[src/rtl/raster_pkg.sv]
// rtl/raster_pkg.sv - fragment word layout and fraggen state encoding shared with lambdagen
package raster_pkg;

  localparam int FRAG_W    = 128;
  localparam int TID_LSB   = 112;
  localparam int X_LSB     = 96;
  localparam int Y_LSB     = 80;
  localparam int LAST_BIT  = 65;
  localparam int FIRST_BIT = 64;

  typedef struct packed {
    logic [15:0] tid;
    logic [15:0] x;
    logic [15:0] y;
    logic [13:0] rsvd_hi;
    logic        last;
    logic        first;
    logic [63:0] rsvd_lo;
  } frag_word_t;

  typedef enum logic [0:0] {
    FRAG_IDLE = 1'b0,
    FRAG_WALK = 1'b1
  } fraggen_state_e;

  function automatic frag_word_t make_frag(input logic [15:0] tid, input logic [15:0] x,
                                           input logic [15:0] y, input logic first,
                                           input logic last);
    frag_word_t w;
    w       = '0;
    w.tid   = tid;
    w.x     = x;
    w.y     = y;
    w.first = first;
    w.last  = last;
    return w;
  endfunction

endpackage

[src/rtl/fraggen_bbox_clip.sv]
// rtl/fraggen_bbox_clip.sv - screen clip and degenerate-box detect (clip under FRAGGEN_CLIP_EN)
module fraggen_bbox_clip #(
  parameter int COORD_W  = 16,
  parameter int SCREEN_W = 640,
  parameter int SCREEN_H = 480
) (
  input  logic [COORD_W-1:0] xmin,
  input  logic [COORD_W-1:0] xmax,
  input  logic [COORD_W-1:0] ymin,
  input  logic [COORD_W-1:0] ymax,
  output logic [COORD_W-1:0] xmax_c,
  output logic [COORD_W-1:0] ymax_c,
  output logic               degenerate
);

`ifdef FRAGGEN_CLIP_EN
  localparam logic [COORD_W-1:0] X_LIM = COORD_W'(SCREEN_W - 1);
  localparam logic [COORD_W-1:0] Y_LIM = COORD_W'(SCREEN_H - 1);

  assign xmax_c = (xmax > X_LIM) ? X_LIM : xmax;
  assign ymax_c = (ymax > Y_LIM) ? Y_LIM : ymax;
`else
  logic unused_screen;

  assign xmax_c        = xmax;
  assign ymax_c        = ymax;
  assign unused_screen = (SCREEN_W != SCREEN_H);
`endif

  // Tested after clipping so fully off-screen boxes are dropped too.
  assign degenerate = (xmin > xmax_c) || (ymin > ymax_c);

endmodule

[src/rtl/fraggen.sv]
// rtl/fraggen.sv - raster-order fragment walker feeding lambdagen (optional clip: FRAGGEN_CLIP_EN)
module fraggen
  import raster_pkg::*;
#(
  parameter int COORD_W  = 16,
  parameter int SCREEN_W = 640,
  parameter int SCREEN_H = 480
) (
  input  logic               clk,
  input  logic               rst,
  input  logic               tri_valid,
  output logic               tri_ready,
  input  logic [15:0]        tri_id,
  input  logic [COORD_W-1:0] xmin,
  input  logic [COORD_W-1:0] xmax,
  input  logic [COORD_W-1:0] ymin,
  input  logic [COORD_W-1:0] ymax,
  output logic               valid,
  input  logic               stall,
  output logic [127:0]       input_bus,
  output logic               busy,
  output logic [31:0]        frag_count,
  output logic [15:0]        drop_count
);

  localparam logic [0:0] S_IDLE = FRAG_IDLE;
  localparam logic [0:0] S_WALK = FRAG_WALK;

  logic [0:0]         state;
  logic [COORD_W-1:0] cur_x, cur_y, lo_x, hi_x, hi_y;
  logic [COORD_W-1:0] clip_xmax, clip_ymax, nxt_x, nxt_y;
  logic [15:0]        cur_tid;
  logic               degenerate, accept, consume;
  logic               at_row_end, at_end, first_is_last, next_is_last;
  frag_word_t         word_q;

  fraggen_bbox_clip #(
    .COORD_W  (COORD_W),
    .SCREEN_W (SCREEN_W),
    .SCREEN_H (SCREEN_H)
  ) u_clip (
    .xmin       (xmin),
    .xmax       (xmax),
    .ymin       (ymin),
    .ymax       (ymax),
    .xmax_c     (clip_xmax),
    .ymax_c     (clip_ymax),
    .degenerate (degenerate)
  );

  assign tri_ready = (state == S_IDLE);
  assign busy      = (state == S_WALK);
  assign accept    = tri_ready && tri_valid;
  assign consume   = valid && !stall;
  assign input_bus = word_q;

  // Next-pixel precompute so the following word is ready on the consume edge.
  assign at_row_end    = (cur_x == hi_x);
  assign at_end        = at_row_end && (cur_y == hi_y);
  assign nxt_x         = at_row_end ? lo_x : cur_x + COORD_W'(1);
  assign nxt_y         = at_row_end ? cur_y + COORD_W'(1) : cur_y;
  assign next_is_last  = (nxt_x == hi_x) && (nxt_y == hi_y);
  assign first_is_last = (xmin == clip_xmax) && (ymin == clip_ymax);

  always_ff @(posedge clk) begin
    if (!rst) begin
      state      <= S_IDLE;
      valid      <= 1'b0;
      word_q     <= '0;
      frag_count <= '0;
      drop_count <= '0;
      cur_x      <= '0;
      cur_y      <= '0;
      lo_x       <= '0;
      hi_x       <= '0;
      hi_y       <= '0;
      cur_tid    <= '0;
    end else begin
      if (consume) frag_count <= frag_count + 32'd1;
      case (state)
        S_IDLE: begin
          if (accept) begin
            if (degenerate) begin
              if (drop_count != 16'hFFFF) drop_count <= drop_count + 16'd1;
            end else begin
              cur_tid <= tri_id;
              lo_x    <= xmin;
              hi_x    <= clip_xmax;
              hi_y    <= clip_ymax;
              cur_x   <= xmin;
              cur_y   <= ymin;
              word_q  <= make_frag(tri_id, 16'(xmin), 16'(ymin), 1'b1, first_is_last);
              valid   <= 1'b1;
              state   <= S_WALK;
            end
          end
        end
        default: begin
          if (consume) begin
            if (at_end) begin
              state  <= S_IDLE;
              valid  <= 1'b0;
              word_q <= '0;
            end else begin
              cur_x  <= nxt_x;
              cur_y  <= nxt_y;
              word_q <= make_frag(cur_tid, 16'(nxt_x), 16'(nxt_y), 1'b0, next_is_last);
            end
          end
        end
      endcase
    end
  end

endmodule
[config.mk]
export PLATFORM = sky130hd
export DESIGN_NAME = fraggen
export DESIGN_NICKNAME = d
export VERILOG_FILES = /design/src/rtl/raster_pkg.sv /design/src/rtl/fraggen_bbox_clip.sv /design/src/rtl/fraggen.sv
export SDC_FILE = /design/constraint.sdc
export NUM_CORES = 1
export LEC_CHECK = 0
export CORE_MARGIN = 8
export CORE_UTILIZATION = 52
export DETAILED_ROUTE_END_ITERATION = 16
export GPL_TIMING_DRIVEN = 0
export PLACE_DENSITY = 0.92
export SLEW_MARGIN = 5
export SYNTH_ARGS = -nofsm -noshare
export SYNTH_HDL_FRONTEND = slang
export SYNTH_HIERARCHICAL = 1
export SYNTH_SLANG_ARGS = --single-unit
[constraint.sdc]
create_clock -name clk -period 5.52 [get_ports clk]
set_clock_uncertainty 0.15 [all_clocks]
set_input_delay 1.656 -clock clk [delete_from_list [all_inputs] [get_ports clk]]
set_output_delay 1.656 -clock clk [all_outputs]
set_load 0.01 [all_outputs]
Word-level counts from Yosys, hierarchy flattened

Index checks and enable logic that the tools add are counted.

$add $sub $neg: 4
$lt $le $gt $ge: 2
Equality and inequality tests: 11
Multiplexer cells: 27
Bitwise gates (word level): 2
Reduce and logical (&&, ||, !) cells: 13

Operator list:

| cell                                           | count |
|---|---|
| 2-to-1 mux 128 bit                             | 5 |
| 2-to-1 mux 16 bit                              | 12 |
| == test 16 bit                                 | 6 |
| adder 16 x 1 -> 16 bit (second input constant) | 3 |
| adder 32 x 1 -> 32 bit (second input constant) | 1 |
| > comparator 16 bit                            | 2 |
| != test 16 bit (second input constant)         | 1 |
| AND reduction 4 bit                            | 3 |
| 2-to-1 mux 1 bit                               | 10 |
| AND reduction 3 bit                            | 2 |
| logical AND 1 bit                              | 5 |
| != test 2 x 1 -> 1 bit (second input constant) | 2 |
| != test 2 bit (second input constant)          | 2 |
| inverter 1 bit                                 | 2 |
| nonzero test 2 bit                             | 1 |
| zero test 1 bit                                | 1 |
| logical OR 1 bit                               | 1 |

Register bits: 274
Bits of input ports: 84
Output and inout port bits: 179
Word-level logic and storage cells: 76

Logic depth before layout (Yosys ltp)

Gate-level depths: netlist (run 1).

Depth in word-level cells: 7
Depth in mapped cells: 15
Gate-level depth less buffers: 15

By module

The synthesis (run 1) kept the hierarchy.

By module, submodules not included:

| module            | instances | cells each | area each (µm²) |
|---|---|---|---|
| fraggen           | 1         | 1,339      | 10,844.2 |
| fraggen_bbox_clip | 1         | 147        | 1,043.5 |

Worst setup path before layout (run 1)

Ideal clock, no wire load.

Path type: input to register
Start: input ymax[10]
End: register word_q, in the netlist input_bus[65]
Library setup time: 84 ps
Arrival: 4,406 ps
Data required time: 5,286 ps
Path slack: 880 ps
Cell stages on the path: 14
Path buffers: 0
Cells stage by stage: inv_1 > ha_1 > nand4_1 > or4_1 > or3_1 > a22o_1 > nand2b_1 > nand2_1 > o21ai_0 > a31oi_1 > o2111a_1 > nand4_1 > a2111o_1 > o31ai_2

Elaborated cells between the ends (all ways): 9
Those cells by class: order compare (1); eq/ne (2); mux (3); reduce/logical (3)

RTL lines:

| element                              | RTL line                | source |
|---|---|---|
| start, declared                      | fraggen.sv:17           | `input logic [COORD_W-1:0] ymax,` |
| > comparator 16 bit                  | fraggen_bbox_clip.sv:31 | `assign degenerate = (xmin > xmax_c) \|\| (ymin > ymax_c);` |
| logical OR 1 bit                     | fraggen_bbox_clip.sv:31 |  |
| via degenerate                       | fraggen.sv:33           | `logic degenerate, accept, consume;` |
| != test 2 bit (no source line)       | n/a                     |  |
| AND reduction 3 bit (no source line) | n/a                     |  |
| end signal, assigned                 | fraggen.sv:92           | `word_q <= make_frag(tri_id, 16'(xmin), 16'(ymin), 1'b1, first_is_last);` |
| end signal, assigned                 | fraggen.sv:107          | `word_q <= make_frag(cur_tid, 16'(nxt_x), 16'(nxt_y), 1'b0, next_is_last);` |
| end, declared                        | fraggen.sv:35           | `frag_word_t word_q;` |

The timed path passes the listed nets, and every way through them passes these cells. The select of a mux whose other input is x is not followed.
A chain may end at the register's enable or synchronous reset.

Final worst setup path (run 1)

Start: input ymin[13]
End: register word_q, in the netlist input_bus[65]

Elaborated cells between the ends (all ways): 9
Those cells by class: order compare (1); eq/ne (2); mux (3); reduce/logical (3)

RTL lines:

| element                              | RTL line                | source |
|---|---|---|
| start, declared                      | fraggen.sv:16           | `input logic [COORD_W-1:0] ymin,` |
| > comparator 16 bit                  | fraggen_bbox_clip.sv:31 |  |
| logical OR 1 bit                     | fraggen_bbox_clip.sv:31 |  |
| via degenerate                       | fraggen.sv:33           |  |
| != test 2 bit (no source line)       | n/a                     |  |
| AND reduction 3 bit (no source line) | n/a                     |  |

The timed path passes the listed nets, and every way through them passes these cells. The select of a mux whose other input is x is not followed.

==> results.txt, run 1 <==
The run finished with clean final reports. The dominant delay contributor by cell family on the critical path is simple AND/OR/NAND/NOR gates. The violation count after the first detailed-route iteration came out at 1238. The share of synthesized registers carrying an async set or reset is 0%. Static timing analysis puts the maximum clock frequency at 184.6 MHz. The count of pins over their slew limit came out at 0. In the routed layout, each cell is associated on average with a via count of about 5.6.

The number of placement rows came out at 55. The worst setup path is captured at a flip-flop. The detailed-routed wire length on met2 came out at between 15000 and 20000 um.

The total placed cells including tap cells is just over 2k. The peak fanout along the critical path is 5. The tool flagged a number of max-cap violations equal to 0. The topmost layer with routed signal wires is met5. The number of antenna violations at the first check in global routing came out at 1. For this run, the detailed router's first-pass iteration total came to 5. Buffers added to address setup during post-CTS repair amount to 0. The total area inside the core boundary comes to around 0.023 mm2. Hold repair after CTS inserted 0 buffers. The standard cell with the maximum stage delay on the critical path is sky130_fd_sc_hd__clkdlybuf4s50_1. Across every metal layer, demand over resource in global routing totals a little over a quarter. The top-area cell type share of the netlist area came out at 33.01%.

The vertical die dimension came out at about 170 um. The internal power contribution came out at about 2.6 mW. Walking the worst path, the cells encountered are clkdlybuf4s50_1 -> ha_1 -> nand4_1 -> or4_1 -> or3_1 -> a22o_1 -> nand2b_2 -> nand2_2 -> o21ai_0 -> a31oi_1 -> o2111a_1 -> nand4_1 -> a2111o_1 -> o31ai_2. Sequential cells burn approximately two fifths of the power. The fraction of power spent switching nets is between 30% and 40%. After synthesis the netlist holds a flip-flop and latch count of between 150 and 200. The synthesized area divided by synthesized cell count came out at between 7 and 8 um2.

The clock power share came out at between 30 and 40%. The amount of wire on met3 after detailed routing came out at approximately 3700 um. Input and output buffers added on the ports amount to 183. The minimum clock period came out at 5.418 ns. Adding up every negative setup slack in the final design gives 0 ns. After the last flow step, the layout net total stands at about 1.9k. The proportion of synthesized chip area in sequential cells is about a third.

The area of the mapped netlist is about 0.012 mm2. The number of instances in the synthesized netlist is between 1k and 1.5k. VDD sags by at most 0.2319 mV.

Setup violations remaining at the end of the flow were counted as 0. The leakage dissipation is between 5 and 6 nW. The met1 wire length came out at 16630 um. The cell type with the highest aggregate area in the netlist is sky130_fd_sc_hd__dfxtp_1. The cell that appears most often on the critical path is sky130_fd_sc_hd__nand4_1.

The detailed placement HPWL is ~32000 um. The total die area is approximately 0.028 mm2. After detailed routing, the number of remaining DRC violations is 0. The critical path in this run is classified as input port to flip-flop. The pin count of the biggest net entering global routing is 20.

Data on the critical path arrives at its endpoint at 5.63 ns. The total inserted antenna cells came out at 0. In the final layout, the share of cells above drive strength 1 is about a tenth. The cell chosen for the clock root is sky130_fd_sc_hd__clkbuf_16. The number of I/O pins came out at between 200 and 300.

The path class of the tightest hold or removal check is flip-flop to flip-flop. The fraction of power consumed by combinational cells came out at between 20% and 30%. The final non-filler cell total is about 2.1k.

The remaining antenna violation count after routing came out at 0. The average detailed-routed wire length per instance came out at just under 20 um. The initial core utilization came out at about 53%. In the post-synthesis netlist, the biggest area contributors are sky130_fd_sc_hd__dfxtp_1 (33%), sky130_fd_sc_hd__buf_4 (6.9%), sky130_fd_sc_hd__xnor2_1 (6.9%). The area added between synthesis and finish is 26.28%. The clock latency on the worst-skew pair came out at between 0.4 and 0.5 ns. The total overflow reported by the global router came out at 0. The clock sink count is ~200. The number of global-route vias before repair was 11.20k. The number of different library cells in the post-synthesis netlist is 65. The maximum buffer depth of the clock tree came out at 2.

The required time reported for the critical path endpoint is around 5.7 ns. The startpoint kind of the worst setup timing path is an input port. The total power density per cell area came out at approximately 260 mW/mm2.

The clock edge transition at the registers on the reported setup and hold paths came out at ~0.080 ns. The wire length of the first global-routing pass came out at 61040 um. The worst relative slew slack is around two fifths.

The total number of vias is 11.52k. The count of endpoints failing hold in the final timing report is 0. The share of the clock period used by the worst path after layout is a little over nine tenths. In this run, CTS created clock tree buffers numbering 17. The number of synthesized flops with an enable pin is 0. The final weighted congestion of routability-driven global placement is 0.9837.

The floorplan die width came out at approximately 170 um. The largest stage delay on the critical path is between 0.5 and 0.6 ns. The final layout contains routed wiring with a total length of between 30000 and 40000 um. The CTS tree is yes. For the pin with the worst max-slew slack, the measured transition is 0.9013 ns. Counting both buffers and inverters, the worst setup path holds a total of 1. The switching power total came out at between 1 and 1.5 mW. The most used flip-flop cell after synthesis is sky130_fd_sc_hd__dfxtp_1. The count of synthesis-stage warnings from yosys came out at 6. In this run the number of H-tree levels came out at 4.

The power consumption is between 3 and 4 mW.
==> state kept, by name (all words and copies together), names as in the netlist <==
name	count
frag_count	32
input_bus	50
hi_y	16
cur_y	16
hi_x	16
cur_tid	16
lo_x	16
valid	1
cur_x	16
busy	1
drop_count	16
==> synthesized netlist by cell type, types with 46 or more instances <==
master / number
sky130_fd_sc_hd__a21boi_0: 94
sky130_fd_sc_hd__a21oi_1: 76
sky130_fd_sc_hd__and2_1: 47
sky130_fd_sc_hd__buf_4: 110
sky130_fd_sc_hd__clkbuf_1: 66
sky130_fd_sc_hd__dfxtp_1: 196
sky130_fd_sc_hd__inv_1: 57
sky130_fd_sc_hd__nand2_1: 213
sky130_fd_sc_hd__nor2_1: 70
sky130_fd_sc_hd__o21ai_0: 46
sky130_fd_sc_hd__xnor2_1: 93
sky130_fd_sc_hd__xor2_1: 58
==> worst reg2reg max path: stages, from the launching register on <==
cell	delay (ns)
sky130_fd_sc_hd__dfxtp_1	0.34
sky130_fd_sc_hd__buf_2	0.24
sky130_fd_sc_hd__xor2_1	0.10
sky130_fd_sc_hd__nor4_1	0.36
sky130_fd_sc_hd__nand4_1	0.16
sky130_fd_sc_hd__or3_1	0.51
sky130_fd_sc_hd__o21a_1	0.21
sky130_fd_sc_hd__clkbuf_1	0.24
sky130_fd_sc_hd__o22ai_1	0.50
sky130_fd_sc_hd__clkbuf_1	0.64
sky130_fd_sc_hd__o22ai_1	0.18
sky130_fd_sc_hd__and2_1	0.19
==> cell usage in the layout, fill, tap and decap left out, drive strengths merged, types with 4 or more instances in the layout <==
master,netlist,final
a211oi,9,9
a21boi,94,94
a21oi,76,76
a221oi,27,27
a31oi,9,9
and2,47,47
and3,14,14
and4,4,4
buf,126,125
clkbuf,66,86
clkdlybuf4s50,0,177
clkinv,0,4
conb,1,78
dfxtp,196,196
dlymetal6s2s,0,6
ha,36,36
inv,58,65
mux2i,11,11
nand2,213,213
nand3,33,33
nand4,27,27
nor2,70,70
nor2b,38,38
nor3,33,33
nor3b,19,19
nor4,16,16
o21ai,46,46
o22ai,6,6
o2bb2ai,5,5
or3,11,11
or4,5,5
xnor2,94,94
xor2,58,58
==> final cells by class <==
| type | count | area (um2) |
|---|---|---|
| fillers | 1897 | 7560 |
| plain buffers | 192 | 1162 |
| clock inverters | 13 | 136.4 |
| inverters | 58 | 217.7 |
| well taps | 285 | 356.6 |
| repair buffers | 183 | 1847 |
| flip-flops and latches | 196 | 3924 |
| multi-input cells | 1117 | 6915 |
| clock buffers | 19 | 452.9 |
==> power by group through the flow <==
stage                     Sequential, mW  Clock (mW)  Combinational [mW]
after floorplan                     1.61           0               0.617
after global placement              1.61           0               0.994
after detailed placement            1.61           0                1.01
after CTS                           1.58        1.26                1.02
after global routing                1.59        1.31                1.12
final                               1.58        1.25                1.05
==> kinds of logic (layout without fill, tap and decap cells) <==
kind of cell,count (synthesis),count (layout),synth area share (%)
xor+xnor,152,152,11.26
simple gates,536,536,22.21
flops,196,196,33.01
mux,12,12,1.021
fa+ha+maj,37,37,3.873
buf+inv,250,465,11.56
other cells,1,78,0.03155
compound gates,302,302,17.04
==> layer usage <==
layer,track usage [%],vias to the layer above
met5,0,-
met4,10.56,2
met3,6.207,85
met2,45.58,603
met1,33.73,5395
li1,-,5439
==> path summary, 6_finish.rpt <==
| check | start | endpoint | slack (ns) | cells after the start |
|---|---|---|---|---|
| setup / recovery | ymin[13] | input_bus[65]$_SDFFE_PN0P_ | 0.10 | 14 |
| hold / removal | input_bus[109]$_SDFFE_PN0P_ | input_bus[109]$_SDFFE_PN0P_ | 0.31 | 2 |
| setup reg to reg | cur_y[0]$_SDFFE_PN0P_ | cur_y[14]$_SDFFE_PN0P_ | 1.59 | 11 |
| hold reg to reg | input_bus[109]$_SDFFE_PN0P_ | input_bus[109]$_SDFFE_PN0P_ | 0.31 | 2 |
==> metrics by stage <==
step	hold slack (ns)	cell area (um2)	setup slack (ns)	util [%]
detailed placement	0.3059	14370	-0.8626	63.64
CTS	0.3138	14960	0.04147	66.27
floorplan	0.2903	12180	0.8798	-
finish	0.3102	15010	0.1021	66.51
global route	0.3387	15010	-0.02836	66.51
global placement	0.2995	14370	-0.7741	63.64
==> repair_timing <==
action,4_1_cts,5_1_grt
resized for setup,2,18
setup endpoints to repair,29,66
cloned,0,0
No activity file was read; power rests on OpenSTA's default activity.
==> run 2: changes to the inputs <==
HOLD_SLACK_MARGIN = 0.12   (was unset)
==> results of run 2 <==
Final layout, timing and power as in run 1 (identical DEF).
==> run 3: changes to the inputs <==
CAP_MARGIN = 20   (was unset)
==> results of run 3 <==
Final layout, timing and power as in run 1 (identical DEF).
==> variant, RTL diff (settings of run 1) <==
Build with the macro `FRAGGEN_CLIP_EN` defined.
--- a/src/rtl/fraggen_bbox_clip.sv
+++ b/src/rtl/fraggen_bbox_clip.sv
@@ -1,4 +1,6 @@
 // rtl/fraggen_bbox_clip.sv - screen clip and degenerate-box detect (clip under FRAGGEN_CLIP_EN)
+`define FRAGGEN_CLIP_EN
+
 module fraggen_bbox_clip #(
   parameter int COORD_W  = 16,
   parameter int SCREEN_W = 640,
Formal check against the unedited RTL: not equivalent (Yosys sat finds a counterexample within 4 cycles, from zero or initial values and one cycle with rst low).
==> variant against run 1 <==
Final area up 3.0%. Sequential cell count unchanged. Wire length grew 4.1%. First-iteration DRC count grew 2.3%. Global-route usage rose by 1.3 points. Power grew 0.22%. Setup slack improved by 0.044 ns. Area after synthesis is 0.31% lower. Highest routed layer unchanged.
==> variant: results <==
metrics = {
    "sta": {
        "max_slew_margin": 0.397,
        "fmax_mhz": 186,
        "whs_ns": 0.318,
    },
    "worst_hold_path": {
        "hold_class": "flop to flop",
        "min_delay_worst_endpoint": "cur_tid[0]",
        "hold_path.startpoint": "cur_tid[0]",
        "whs_path_depth": 2,
    },
    "grt": {
        "grt_antenna_before_repair": 1,
        "grt_pass1_wl_um": 63500,
        "grt_max_degree": 22,
        "grt_use_total": 0.286,
    },
    "pwr": {
        "peakVddDrop_mv": 0.181,
        "intPower_uw": 2550,
        "leakagePower_uw": 0.00611,
    },
    "route": {
        "dr.pass1.iters": 5,
        "wl_per_cell_um": 19.6,
        "drtIter0Drc": 1267,
        "vias": 11855,
    },
    "yosys": {
        "ys_seq_area_frac": 0.331,
        "synth_area_leaders": "dfxtp_1, nand2_1, xnor2_1",
        "synth_ff_type": "dfxtp_1",
        "netlist-cell-type-count": 66,
        "netlist_top_cells_count": "nand2_1, dfxtp_1, a21boi_0, xnor2_1, buf_4",
        "yosys_warnings": 6,
        "async_flop_share": 0,
    },
    "clock_network": {
        "cts-htree-levels": 4,
        "clk_latency_ns": 0.45,
        "cts_buffers": 17,
        "max-clock-path-buffers": 2,
        "path_clk_slew_ns": 0.08,
        "cts-root-buf": "clkbuf_16",
    },
    "placed_design": {
        "port_buffers": 183,
        "place_hpwl_um": 31800,
        "place_congestion": 0.967,
        "place_area_mm2": 0.0144,
    },
    "setup_path": {
        "cp_slowest_cell": "clkdlybuf4s50_1",
        "r2r-start": "cur_x[0]",
        "worstReg2RegEnd": "input_bus[65]",
        "path_max_fanout": 3,
        "r2r_setup_slack_ns": 1.76,
        "slowest_delay_ns": 0.42,
        "cp.arrival_ns": 5.59,
        "rr_worst_depth": 11,
    },
    "layout": {
        "largest_register_ffs": 50,
        "antennaDiodeCount": 0,
        "drive_above_1_share": 0.124,
        "num-nets-final": 1938,
        "fillers": 1787,
    },
    "status": {
        "outcome": "finished, final reports clean",
    },
}
[variant: changes by cell type in the layout (fill, tap and decap cells not counted), sizes merged, moves of 5 or more]
cell / delta
conb: +26
inv: -11
nand2: +5
or2: +7
clkdlybuf4s50: -5
buf: +10
nor2: +10
[variant: worst max-delay path by stage]
stage	depth (start not counted)	startpoint	end	slack (ns)
CTS	19	ymax[15]	input_bus[65]	0.02
global placement	17	xmax[13]	input_bus[65]	-1.38
floorplan	17	xmax[13]	input_bus[65]	0.18
finish	29	xmax[8]	input_bus[65]	0.15
global route	19	xmax[11]	input_bus[65]	-0.05
detailed placement	17	xmax[13]	input_bus[65]	-1.48
[variant: layer usage]
layer  global-route usage  share of wire  up-vias
met5                    0        0.00031        -
met4                0.124          0.038        2
met3               0.0645          0.094      116
met2                0.479           0.47      638
met1                0.346           0.40     5526
li1                     -              -     5573
[variant: cell families (layout without fill, tap and decap cells)]
group	Yosys count	after routing	synth area share
simple gates	563	563	0.234
compound gates	304	304	0.172
buf+inv	219	463	0.100
flops	196	196	0.331
xor+xnor	152	152	0.113
fa+ha+maj	37	37	0.0389
mux	12	12	0.0102
other cells	3	104	0.000950
[variant: what timing repair did]
| action | 4_1_cts | 5_1_grt |
|---|---|---|
| gates resized for setup | 39 | 44 |
| buffers inserted | 23 | 6 |
| hold endpoints to repair | 0 | 0 |
| cloned | 0 | 0 |
| pin swaps | 20 | 19 |
| endpoints found under the setup margin | 145 | 136 |
[variant: through the flow]
| stage | instances | worst slack [ns] | power [uW] | setup TNS, ns | util |
|---|---|---|---|---|---|
| 5_1_grt | 2116 | -0.0541 | 4030 | -0.0568 | 0.687 |
| 6_report | 2116 | 0.146 | 3890 | 0 | 0.687 |
| 3_3_place_gp | 2055 | -1.38 | 2560 | -117.92 | 0.641 |
| 2_1_floorplan | 1587 | 0.176 | 2190 | 0 | - |
| 4_1_cts | 2110 | 0.0159 | 3850 | 0 | 0.681 |
| 3_5_place_dp | 2055 | -1.48 | 2580 | -132.94 | 0.641 |
[variant: layout make-up]
type	count	area [um2]	area share
Sequential cell	196	3920	0.254
Timing Repair Buffer	212	2060	0.133
Tap cell	285	357	0.0231
Inverter	46	173	0.0112
Buffer	173	1040	0.0671
Clock inverter	15	179	0.0116
Multi-Input combinational cell	1172	7310	0.473
Clock buffer	17	425	0.0275
[variant: power by group through the flow]
stage | combinational, uW | clock, uW | sequential [uW]
after floorplan | 582 | 0 | 1610
after global placement | 946 | 0 | 1610
after detailed placement | 963 | 0 | 1620
after CTS | 984 | 1280 | 1580
after global routing | 1090 | 1340 | 1600
final | 1020 | 1280 | 1590
[variant: worst max-delay path: cells and delay by family]
kind	cells	cell delay [ns]
AO/OA/AOI/OAI	3	0.47
XOR/XNOR	1	0.09
buffers and inverters	20	2.69
AND/OR/NAND/NOR	5	0.70
